$ cat src/rtl/apple_bus_seq_pkg.sv
// Shared constants and types for the Apple II bus-cycle sequencer.
// S is the position inside the bus cycle; 0 means not locked to PHI1.
package apple_bus_pkg;

    localparam logic [2:0] S_IDLE     = 3'd0;
    localparam logic [2:0] S_FIRST    = 3'd1;
    localparam logic [2:0] S_PRE_SMP  = 3'd3;
    localparam logic [2:0] S_SAMPLE   = 3'd4;
    localparam logic [2:0] S_MAX      = 3'd7;

    localparam int REF_DIV_DEF  = 13;
    localparam int WDOG_MAX_DEF = 15;
    localparam int LONG_THRESH  = 7;

    typedef struct packed {
        logic       dev;
        logic       io;
        logic       strb;
        logic       wr;
        logic [3:0] reg_idx;
    } bus_sel_t;

    // Data bus is driven from the sample point to the end of the cycle.
    function automatic logic in_drive_window(input logic [2:0] s);
        return s >= S_SAMPLE;
    endfunction

endpackage

$ cat src/rtl/apple_bus_seq_if.sv
// Apple II bus strobes in, sequencer state and gated status out.
// The sequencer is the slave side; the bus/bench side is the master.
interface apple_bus_seq_if;

    logic       PHI1;
    logic       nDEVSEL;
    logic       nIOSEL;
    logic       nIOSTRB;
    logic       nWE;
    logic [3:0] A;

    logic [2:0] S;
    logic       RefReq;
    logic       DBEN;
    logic       CSEN;
    logic       DevCyc;
    logic       IoCyc;
    logic       StrbCyc;
    logic       WrCyc;
    logic [3:0] RegIdx;
    logic       LongCyc;
    logic       SyncLost;

    modport slave (
        input  PHI1, nDEVSEL, nIOSEL, nIOSTRB, nWE, A,
        output S, RefReq, DBEN, CSEN, DevCyc, IoCyc, StrbCyc, WrCyc,
               RegIdx, LongCyc, SyncLost
    );

    modport master (
        output PHI1, nDEVSEL, nIOSEL, nIOSTRB, nWE, A,
        input  S, RefReq, DBEN, CSEN, DevCyc, IoCyc, StrbCyc, WrCyc,
               RegIdx, LongCyc, SyncLost
    );

endinterface

$ cat src/rtl/apple_bus_seq_ref_div.sv
// Refresh divider: one refresh request every REF_DIV bus cycles.
// Advances at S3 so the S1 decode sees a stable count.
module apple_ref_div
    import apple_bus_pkg::*;
#(
    parameter int REF_DIV = REF_DIV_DEF
) (
    input  logic       C7M,
    input  logic       nRES,
    input  logic [2:0] s,
    output logic       ref_req
);

    localparam int REF_W = (REF_DIV > 1) ? $clog2(REF_DIV) : 1;
    localparam logic [REF_W-1:0] REF_LAST = REF_W'(REF_DIV - 1);

    logic [REF_W-1:0] ref_q;
    logic [REF_W-1:0] ref_d;

    always_comb begin
        ref_d = ref_q;
        if (s == S_PRE_SMP) begin
            ref_d = (ref_q == REF_LAST) ? '0 : ref_q + REF_W'(1);
        end
        ref_req = (s == S_FIRST) && (ref_q == '0);
    end

    always_ff @(posedge C7M) begin
        if (!nRES) begin
            ref_q <= '0;
        end else begin
            ref_q <= ref_d;
        end
    end

endmodule

$ cat src/rtl/apple_bus_seq.sv
// Bus-cycle sequencer: locks S to PHI1 rises, samples selects at legal
// points, gates DBEN/CSEN and drops sync if PHI1 stops.
//
// state (S) | meaning
// ----------+-----------------------------------------------
// 0         | unsynced, waiting for PHI0 then a PHI1 rise
// 1         | cycle start, refresh decode point
// 2         | address settling
// 3         | nIOSTRB first sample, refresh divider advances
// 4         | select / write / address sample point
// 5..6      | data phase, bus driven
// 7         | data phase, held here until next PHI1 rise
module apple_bus_seq
    import apple_bus_pkg::*;
#(
    parameter int REF_DIV  = REF_DIV_DEF,
    parameter int WDOG_MAX = WDOG_MAX_DEF
) (
    input  logic            C7M,
    input  logic            nRES,
    apple_bus_seq_if.slave  bus
);

    localparam int CNT_W = $clog2(WDOG_MAX + 1);
    localparam logic [CNT_W-1:0] CNT_SAT  = CNT_W'(WDOG_MAX);
    localparam logic [CNT_W-1:0] CNT_TRIP = CNT_W'(WDOG_MAX - 1);
    localparam logic [CNT_W-1:0] CNT_LONG = CNT_W'(LONG_THRESH);

    logic             phi1r_q,     phi1r_d;
    logic             phi0_seen_q, phi0_seen_d;
    logic [2:0]       s_q,         s_d;
    logic [CNT_W-1:0] cnt_q,       cnt_d;
    logic             long_q,      long_d;
    logic             sync_lost_q, sync_lost_d;
    logic             dben_q,      dben_d;
    logic             csen_q,      csen_d;
    bus_sel_t         sel_q,       sel_d;

    logic start;
    logic wdog_trip;
    logic ref_req;

    always_comb begin
        start     = bus.PHI1 & ~phi1r_q & phi0_seen_q;
        // Trip only on the edge Cnt arrives at the limit, so a saturated
        // counter cannot keep clearing PHI0seen and block relock.
        wdog_trip = ~start & (cnt_q == CNT_TRIP);

        phi1r_d     = bus.PHI1;
        phi0_seen_d = phi0_seen_q | ~bus.PHI1;
        s_d         = s_q;
        cnt_d       = cnt_q;
        long_d      = long_q;
        sync_lost_d = sync_lost_q;

        if (start) begin
            s_d         = S_FIRST;
            cnt_d       = '0;
            long_d      = (cnt_q >= CNT_LONG);
            sync_lost_d = 1'b0;
        end else begin
            cnt_d = (cnt_q == CNT_SAT) ? cnt_q : cnt_q + CNT_W'(1);
            if (wdog_trip) begin
                s_d         = S_IDLE;
                phi0_seen_d = 1'b0;
                sync_lost_d = 1'b1;
            end else if (s_q != S_IDLE && s_q != S_MAX) begin
                s_d = s_q + 3'd1;
            end
        end
    end

    always_comb begin
        sel_d = sel_q;
        if (start) begin
            sel_d.dev  = 1'b0;
            sel_d.io   = 1'b0;
            sel_d.strb = 1'b0;
            sel_d.wr   = 1'b0;
        end else if (s_q == S_PRE_SMP) begin
            sel_d.strb = ~bus.nIOSTRB;
        end else if (s_q == S_SAMPLE) begin
            sel_d.dev     = ~bus.nDEVSEL;
            sel_d.io      = ~bus.nIOSEL;
            sel_d.wr      = ~bus.nWE;
            sel_d.strb    = sel_q.strb | ~bus.nIOSTRB;
            sel_d.reg_idx = bus.A;
        end

        // ROM select waits one state on writes so the ROM never fights the bus.
        dben_d = in_drive_window(s_q);
        csen_d = ((s_q == S_SAMPLE) & bus.nWE) | (s_q > S_SAMPLE);
    end

    always_ff @(posedge C7M) begin
        if (!nRES) begin
            phi1r_q     <= 1'b0;
            phi0_seen_q <= 1'b0;
            s_q         <= S_IDLE;
            cnt_q       <= '0;
            long_q      <= 1'b0;
            sync_lost_q <= 1'b0;
            dben_q      <= 1'b0;
            csen_q      <= 1'b0;
            sel_q       <= '0;
        end else begin
            phi1r_q     <= phi1r_d;
            phi0_seen_q <= phi0_seen_d;
            s_q         <= s_d;
            cnt_q       <= cnt_d;
            long_q      <= long_d;
            sync_lost_q <= sync_lost_d;
            dben_q      <= dben_d;
            csen_q      <= csen_d;
            sel_q       <= sel_d;
        end
    end

    apple_ref_div #(
        .REF_DIV (REF_DIV)
    ) u_ref_div (
        .C7M     (C7M),
        .nRES    (nRES),
        .s       (s_q),
        .ref_req (ref_req)
    );

    assign bus.S        = s_q;
    assign bus.RefReq   = ref_req;
    assign bus.DBEN     = dben_q;
    assign bus.CSEN     = csen_q;
    assign bus.DevCyc   = sel_q.dev;
    assign bus.IoCyc    = sel_q.io;
    assign bus.StrbCyc  = sel_q.strb;
    assign bus.WrCyc    = sel_q.wr;
    assign bus.RegIdx   = sel_q.reg_idx;
    assign bus.LongCyc  = long_q;
    assign bus.SyncLost = sync_lost_q;

endmodule

$ cat src/flat_wrapper.sv
// flat-port wrapper written by rule: the top's interface ports become plain ports
module apple_bus_seq_flat import apple_bus_pkg::*;
#(
    parameter int REF_DIV  = REF_DIV_DEF,
    parameter int WDOG_MAX = WDOG_MAX_DEF
)
  (C7M, nRES, bus_PHI1, bus_nDEVSEL, bus_nIOSEL, bus_nIOSTRB, bus_nWE, bus_A, bus_S, bus_RefReq, bus_DBEN, bus_CSEN, bus_DevCyc, bus_IoCyc, bus_StrbCyc, bus_WrCyc, bus_RegIdx, bus_LongCyc, bus_SyncLost);
  apple_bus_seq_if bus_i ();
  input  logic C7M;
  input  logic nRES;
  input wire logic [$bits(bus_i.PHI1)-1:0] bus_PHI1;
  input wire logic [$bits(bus_i.nDEVSEL)-1:0] bus_nDEVSEL;
  input wire logic [$bits(bus_i.nIOSEL)-1:0] bus_nIOSEL;
  input wire logic [$bits(bus_i.nIOSTRB)-1:0] bus_nIOSTRB;
  input wire logic [$bits(bus_i.nWE)-1:0] bus_nWE;
  input wire logic [$bits(bus_i.A)-1:0] bus_A;
  output wire logic [$bits(bus_i.S)-1:0] bus_S;
  output wire logic [$bits(bus_i.RefReq)-1:0] bus_RefReq;
  output wire logic [$bits(bus_i.DBEN)-1:0] bus_DBEN;
  output wire logic [$bits(bus_i.CSEN)-1:0] bus_CSEN;
  output wire logic [$bits(bus_i.DevCyc)-1:0] bus_DevCyc;
  output wire logic [$bits(bus_i.IoCyc)-1:0] bus_IoCyc;
  output wire logic [$bits(bus_i.StrbCyc)-1:0] bus_StrbCyc;
  output wire logic [$bits(bus_i.WrCyc)-1:0] bus_WrCyc;
  output wire logic [$bits(bus_i.RegIdx)-1:0] bus_RegIdx;
  output wire logic [$bits(bus_i.LongCyc)-1:0] bus_LongCyc;
  output wire logic [$bits(bus_i.SyncLost)-1:0] bus_SyncLost;
  assign bus_i.PHI1 = bus_PHI1;
  assign bus_i.nDEVSEL = bus_nDEVSEL;
  assign bus_i.nIOSEL = bus_nIOSEL;
  assign bus_i.nIOSTRB = bus_nIOSTRB;
  assign bus_i.nWE = bus_nWE;
  assign bus_i.A = bus_A;
  assign bus_S = bus_i.S;
  assign bus_RefReq = bus_i.RefReq;
  assign bus_DBEN = bus_i.DBEN;
  assign bus_CSEN = bus_i.CSEN;
  assign bus_DevCyc = bus_i.DevCyc;
  assign bus_IoCyc = bus_i.IoCyc;
  assign bus_StrbCyc = bus_i.StrbCyc;
  assign bus_WrCyc = bus_i.WrCyc;
  assign bus_RegIdx = bus_i.RegIdx;
  assign bus_LongCyc = bus_i.LongCyc;
  assign bus_SyncLost = bus_i.SyncLost;
  apple_bus_seq #(.REF_DIV(REF_DIV), .WDOG_MAX(WDOG_MAX)) u_core (.C7M(C7M), .nRES(nRES), .bus(bus_i));
endmodule
$ cat config.mk
export PLATFORM = sky130hd
export DESIGN_NAME = apple_bus_seq_flat
export DESIGN_NICKNAME = d
export VERILOG_FILES = /design/src/rtl/apple_bus_seq_pkg.sv /design/src/rtl/apple_bus_seq_if.sv /design/src/rtl/apple_bus_seq_ref_div.sv /design/src/rtl/apple_bus_seq.sv /design/src/flat_wrapper.sv
export SDC_FILE = /design/constraint.sdc
export NUM_CORES = 1
export LEC_CHECK = 0
export ABC_AREA = 0
export CAP_MARGIN = 20
export CORE_ASPECT_RATIO = 0.8
export CORE_MARGIN = 2
export CORE_UTILIZATION = 52
export DETAILED_ROUTE_END_ITERATION = 10
export PLACE_DENSITY = 0.85
export SETUP_SLACK_MARGIN = 0.05
export SYNTH_ARGS = -nofsm -noshare
export SYNTH_HDL_FRONTEND = slang
export SYNTH_HIERARCHICAL = 1
export SYNTH_SLANG_ARGS = --single-unit
$ cat constraint.sdc
create_clock -name C7M -period 2.4 [get_ports C7M]
set_input_delay 0.48 -clock C7M [delete_from_list [all_inputs] [get_ports C7M]]
set_output_delay 0.48 -clock C7M [all_outputs]
set_load 0.02 [all_outputs]
After elaboration in Yosys (flattened, before gate mapping)
Index checks and enable logic that the tools add are counted.
{ "word_totals": {"ff_bits": 25, "inputBits": 11, "output_inout_bits": 16} }
{ "op_classes": {"n_bitwise": 16, "n_addsub": 3, "order_cmp": 3, "n_eq_ne": 7, "reduce_logical": 10, "mux": 8} }
{ "op_table": {"columns": ["cell", "count"], "rows": [
  ["4-bit == test (second input constant)", 3],
  ["1-bit NOT", 9],
  ["4-bit by 1-bit adder with 4-bit output (second input constant)", 2],
  ["1-bit 2-to-1 mux", 6],
  ["6-bit 2-to-1 mux", 1],
  ["3-bit nonzero test", 2],
  ["1-bit bitwise AND", 4],
  ["4-bit by 3-bit greater-or-equal comparator with 1-bit output (second input constant)", 1],
  ["4-bit zero test", 1],
  ["4-bit 2-to-1 mux", 1],
  ["3-bit by 1-bit adder with 3-bit output (second input constant)", 1],
  ["3-bit by 1-bit == test with 1-bit output (second input constant)", 1],
  ["3-bit by 2-bit == test with 1-bit output (second input constant)", 1],
  ["3-bit == test (second input constant)", 1],
  ["3-bit greater-or-equal comparator (second input constant)", 1],
  ["3-bit greater-than comparator (second input constant)", 1],
  ["3-bit != test (second input constant)", 1],
  ["1-bit OR", 3],
  ["3-bit AND reduction", 1],
  ["3-bit OR reduction", 1],
  ["1-bit logical AND", 2],
  ["2-bit AND reduction", 1],
  ["2-bit nonzero test", 1],
  ["2-bit OR reduction", 1]
]} }

Longest topological paths before layout
{ "depth": {"depth_word": 7, "ltp_mapped": 6} }

By module
Netlist, hierarchy kept.
{ "modules_own_cells": {"columns": ["module", "n_inst", "area_per_inst_um2", "cells_each"], "rows": [
  ["apple_bus_seq", 1, 918.4, 97],
  ["apple_ref_div", 1, 250.2, 25]
]} }

Least setup slack after synthesis
No wires, ideal clock.
{ "synth_path": {"kind": "reg-to-output", "start": "reg u_core.s_q[0], in the netlist u_core/bus.S[0]", "end": "out bus_RefReq", "slack_ps": 751, "stages_incl_launch_ff": 3, "n_path_buf": 0, "arrival_ps": 1169, "required_time_ps": 1920, "cell_sequence": "dfxtp_1 nand4bb_1 nor3_1"} }
{ "synth_via": {"elab_chain_len": 2} }
{ "synth_lines": {"columns": ["element", "line_no", "text"], "rows": [
  ["start, declared", "apple_bus_seq.sv:31", "logic [2:0] s_q, s_d;"],
  ["start signal, assigned", "apple_bus_seq.sv:99", "s_q <= S_IDLE;"],
  ["start signal, assigned", "apple_bus_seq.sv:109", "s_q <= s_d;"],
  ["3-bit by 1-bit == test with 1-bit output", "apple_bus_seq_ref_div.sv:25", "ref_req = (s == S_FIRST) && (ref_q == '0);"],
  ["1-bit logical AND", "apple_bus_seq_ref_div.sv:25", null],
  ["end, declared", "flat_wrapper.sv:18", "output wire logic [$bits(bus_i.RefReq)-1:0] bus_RefReq;"]
]} }
Every way passes these cells.

Final worst setup path
{ "layout_path": {"start": "reg u_core.u_ref_div.ref_q[0]", "end": "out bus_RefReq"} }
{ "layout_via": {"elab_chain_len": 2} }
{ "layout_lines": {"columns": ["element", "line_no", "text"], "rows": [
  ["start, declared", "apple_bus_seq_ref_div.sv:17", "logic [REF_W-1:0] ref_q;"],
  ["start signal, assigned", "apple_bus_seq_ref_div.sv:32", "ref_q <= ref_d;"],
  ["4-bit zero test", "apple_bus_seq_ref_div.sv:25", null],
  ["1-bit logical AND", "apple_bus_seq_ref_div.sv:25", null]
]} }
Every way passes these cells.

==> impl_summary.md <==
CTS
The TritonCTS clock tree is built. After clock tree synthesis, the flow added hold-fix buffers numbering 0. Buffers inserted during clock tree synthesis total 3. Counting every sink on the clock net gives 25. The later pin in the worst-skew pair is clocked with a latency of 0.31 ns. No sink is reached through more buffers than the 2 on the longest clock path. Gates resized during post-CTS repair numbered 1.

Clock-pin slew was measured on the worst setup and hold paths at 0.12 ns. Buffers added to address setup during post-CTS repair amount to 0. In this run the number of H-tree levels came out at 1. Clock tree synthesis selected as its root buffer the cell sky130_fd_sc_hd__clkbuf_4.

Floorplanning
The initial cell density of the core is 0.546. The die area is 2640 sq um. The core outline area is approximately 2100 sq um. In this run the vertical extent of the chip is around 46 microns. The overall die width is between 50 and 60 microns. The number of top-level pins is 27.

The number of placement rows is 15.

Timing
The worst pin sits at a relative slew slack of 0.652. The count of final max-slew check failures is 0. Of the available clock period, the critical path in the final layout requires 0.872. The actual slew at the worst max-slew pin is between 0.5 and 0.6 ns. Adding up every negative setup slack in the final design gives 0 ns.

Setup repair after global routing left no endpoint under its margin. The smallest clock period supported by the final layout is computed as approximately 2.1 ns. Clock skew on the completed layout was measured at 0.000748 ns. The number of failing setup endpoints in the final timing report is 0. The final-report hold violation count is 0. The achievable clock frequency is 478 MHz.

Min path
The type of the worst min-delay path is reg2reg. The origin of the worst min-delay path is u_core/bus.RegIdx[3]. The capture endpoint of the worst hold path is u_core/bus.RegIdx[3]. Counting instances, the worst hold path has a depth of 2.

Critical path
The worst flop-to-flop path endpoint is u_core/bus.RegIdx[0]. The startpoint of the lowest-slack register-to-register path is u_core/bus.S[0]. The largest fanout on the critical path is 6. The required time of the worst setup path is 1.92 ns. The depth of the worst register-to-register path is 5. STA classifies the critical path endpoint as an output pin.

In this run the register-to-register setup slack is 0.56 ns. The worst setup path is launched from a flop. Data on the critical path arrives at its endpoint at 1.61 ns.

The worst setup path is of the reg2out kind.

Run
The tool flagged a number of max-cap violations equal to 0.

Pwr
The total power of the final layout is about 0.88 mW. The worst voltage drop across the vdd grid is 0.000469 V. Summed over all cells, the static leakage comes to 0.586 nW. The power density relative to cell area is 599 nW/um^2.

Routing
In this run, the number of DRC markers left after iteration 0 of detailed routing was 31. The final wirelength is 2450 microns. The average wire length per cell after detail routing is 14.1 microns. The DRC violation count after routing is 0.

The first-pass detailed-route iteration total is 4. The detail-routed via count per cell is 5.74. The count of vias placed by the detailed router is 998. Once detail routing completed, the nets flagged for antenna violations numbered 0.

Synthesis
The proportion of register bits with asynchronous set or reset after synthesis is 0. In this run, synthesis inferred 0 flip-flops with an integrated enable. The portion of the post-synthesis area used by sequential elements is 0.428. The net count of the mapped netlist is 140.

The average footprint of a synthesized cell is 9.58 sq um. After synthesis the cells add up to 1170 sq um. During synthesis, Yosys emitted a total of 6 warnings. The count of mapped cells out of synthesis is roughly 120. The number of different library cells in the post-synthesis netlist is 37. Counting flops and latches in the post-synthesis netlist gives 25. The dominant synthesized flop cell is sky130_fd_sc_hd__dfxtp_1.

Finish
The fraction of layout instances using a drive strength above 1 is 0.0872. The total inserted antenna cells is 0. The layout has 178 filler cells. The area of all sequential standard cells is 500 sq um. The finished cells cover 1470 sq um. The area taken by multi-input logic gates is 609 sq um. The layout overhead on the synthesized area is 25.6%. The net count of the finished layout is 168. Once layout is complete, the cells apart from fillers number roughly 170.

Place
Once placement completed, the tool counted placed cells totaling 170. After detailed placement, the total cell area comes to 1440 sq um. The HPWL after detailed placement is 1900 microns. The placer's final routability congestion estimate is 0.738.

The count of input and output buffers is 26.

GRT
The largest net degree at the start of global routing is 17. The initial antenna violation count is 0. The first global-routing pass estimated between 4000 and 5000 microns of wire. The via count of the first global-routing pass is roughly 960. The all-layer global routing usage is 0.208. The overall overflow remaining after global route is 0.

Outcome
The run finished with clean final reports.
-- cell families after synthesis --
| group | count (synthesis) | share of synthesized area |
|---|---|---|
| flip-flops | 25 | 0.428 |
| AO/OA/AOI/OAI | 30 | 0.187 |
| XOR/XNOR | 2 | 0.0150 |
| AND/OR/NAND/NOR | 42 | 0.218 |
| multiplexers | 3 | 0.0257 |
| adder cells (fa/ha/maj) | 7 | 0.0749 |
| buffers and inverters | 13 | 0.0503 |
-- worst max-delay path: stages (launching register included) --
cell and delay [ns]:
sky130_fd_sc_hd__dfxtp_1 0.39, sky130_fd_sc_hd__inv_1 0.09, sky130_fd_sc_hd__ha_1 0.23, sky130_fd_sc_hd__nand4bb_1 0.11, sky130_fd_sc_hd__nor3_1 0.14, sky130_fd_sc_hd__dlygate4sd2_1 0.35
-- area by class of cell --
| type | count | area share |
|---|---|---|
| clock buffer | 4 | 0.0179 |
| inverter | 9 | 0.0230 |
| multi-input combinational | 84 | 0.415 |
| sequential | 25 | 0.341 |
| tap | 25 | 0.0213 |
| timing repair buffer | 27 | 0.182 |
-- worst max path at each step --
stage                                   start         end  slack, ns
floorplan                     u_core/bus.S[0]  bus_RefReq       0.75
global placement    u_core/u_ref_div/ref_q[0]  bus_RefReq       0.47
detailed placement  u_core/u_ref_div/ref_q[0]  bus_RefReq       0.38
CTS                 u_core/u_ref_div/ref_q[0]  bus_RefReq       0.30
global route        u_core/u_ref_div/ref_q[0]  bus_RefReq       0.21
finish              u_core/u_ref_div/ref_q[0]  bus_RefReq       0.31
-- power by group --
| part | total (mW) | leakage [nW] | internal [mW] | switching (mW) |
|---|---|---|---|---|
| sequential | 0.477 | 0.203 | 0.437 | 0.0399 |
| clock | 0.180 | 0.0150 | 0.0649 | 0.115 |
| combinational | 0.222 | 0.368 | 0.108 | 0.114 |
| total | 0.880 | 0.586 | 0.611 | 0.269 |
-- layer usage --
metal / GRT usage / vias up / wire length, microns
li1: - / 491 / -
met1: 0.206 / 469 / 1030
met2: 0.421 / 32 / 1230
met3: 0.0646 / 6 / 140
met4: 0.0698 / 0 / 45
met5: 0 / - / 0
-- registers in the layout (all words and copies together), names as in the netlist --
register,cells
u_core/bus.CSEN,1
u_core/bus.DBEN,1
u_core/bus.DevCyc,1
u_core/bus.IoCyc,1
u_core/bus.LongCyc,1
u_core/bus.RegIdx,4
u_core/bus.S,3
u_core/bus.StrbCyc,1
u_core/bus.SyncLost,1
u_core/bus.WrCyc,1
u_core/cnt_q,4
u_core/phi0_seen_q,1
u_core/phi1r_q,1
u_core/u_ref_div/ref_q,4
-- cells in the mapped netlist (2+ instances only) --
cell type | number | area, sq um
sky130_fd_sc_hd__a21boi_1 | 4 | 30.0
sky130_fd_sc_hd__inv_1 | 9 | 33.8
sky130_fd_sc_hd__a211oi_1 | 2 | 15.0
sky130_fd_sc_hd__o211a_1 | 2 | 20.0
sky130_fd_sc_hd__nand3b_1 | 4 | 30.0
sky130_fd_sc_hd__and3b_1 | 2 | 17.5
sky130_fd_sc_hd__nor2b_1 | 2 | 12.5
sky130_fd_sc_hd__o211ai_1 | 2 | 15.0
sky130_fd_sc_hd__nor3_1 | 4 | 20.0
sky130_fd_sc_hd__nand4b_1 | 2 | 17.5
sky130_fd_sc_hd__dfxtp_1 | 25 | 500
sky130_fd_sc_hd__nor2_2 | 3 | 18.8
sky130_fd_sc_hd__nor2_1 | 8 | 30.0
sky130_fd_sc_hd__o21ai_0 | 7 | 35.0
sky130_fd_sc_hd__nand2_1 | 4 | 15.0
sky130_fd_sc_hd__mux2i_1 | 3 | 30.0
sky130_fd_sc_hd__nand3_1 | 6 | 30.0
sky130_fd_sc_hd__ha_1 | 7 | 87.6
sky130_fd_sc_hd__xnor2_1 | 2 | 17.5
sky130_fd_sc_hd__a21oi_1 | 4 | 20.0
sky130_fd_sc_hd__nand2b_1 | 2 | 12.5
sky130_fd_sc_hd__a211oi_2 | 3 | 37.5
-- placed cells by master (no fill, tap or decap), drive strengths merged, types with 2 or more instances in the layout --
master	n
clkdlybuf4s50	25
dfxtp	25
nor2	11
inv	9
o21ai	8
ha	7
nand3	6
a21boi	6
nand3b	5
a211oi	5
nand2	4
a21oi	4
nor3	4
clkbuf	4
mux2i	3
and3b	2
nor2b	2
xnor2	2
o211a	2
nand2b	2
o211ai	2
nand4b	2
and2	2
-- stage by stage --
step / setup WS (ns) / utilization / hold slack (ns)
CTS: 0.298 / 0.686 / 0.492
global placement: 0.472 / 0.674 / 0.455
global route: 0.212 / 0.686 / 0.520
detailed placement: 0.385 / 0.674 / 0.467
finish: 0.306 / 0.686 / 0.489
floorplan: 0.751 / - / 0.468
(Power assumes the default switching activity.)
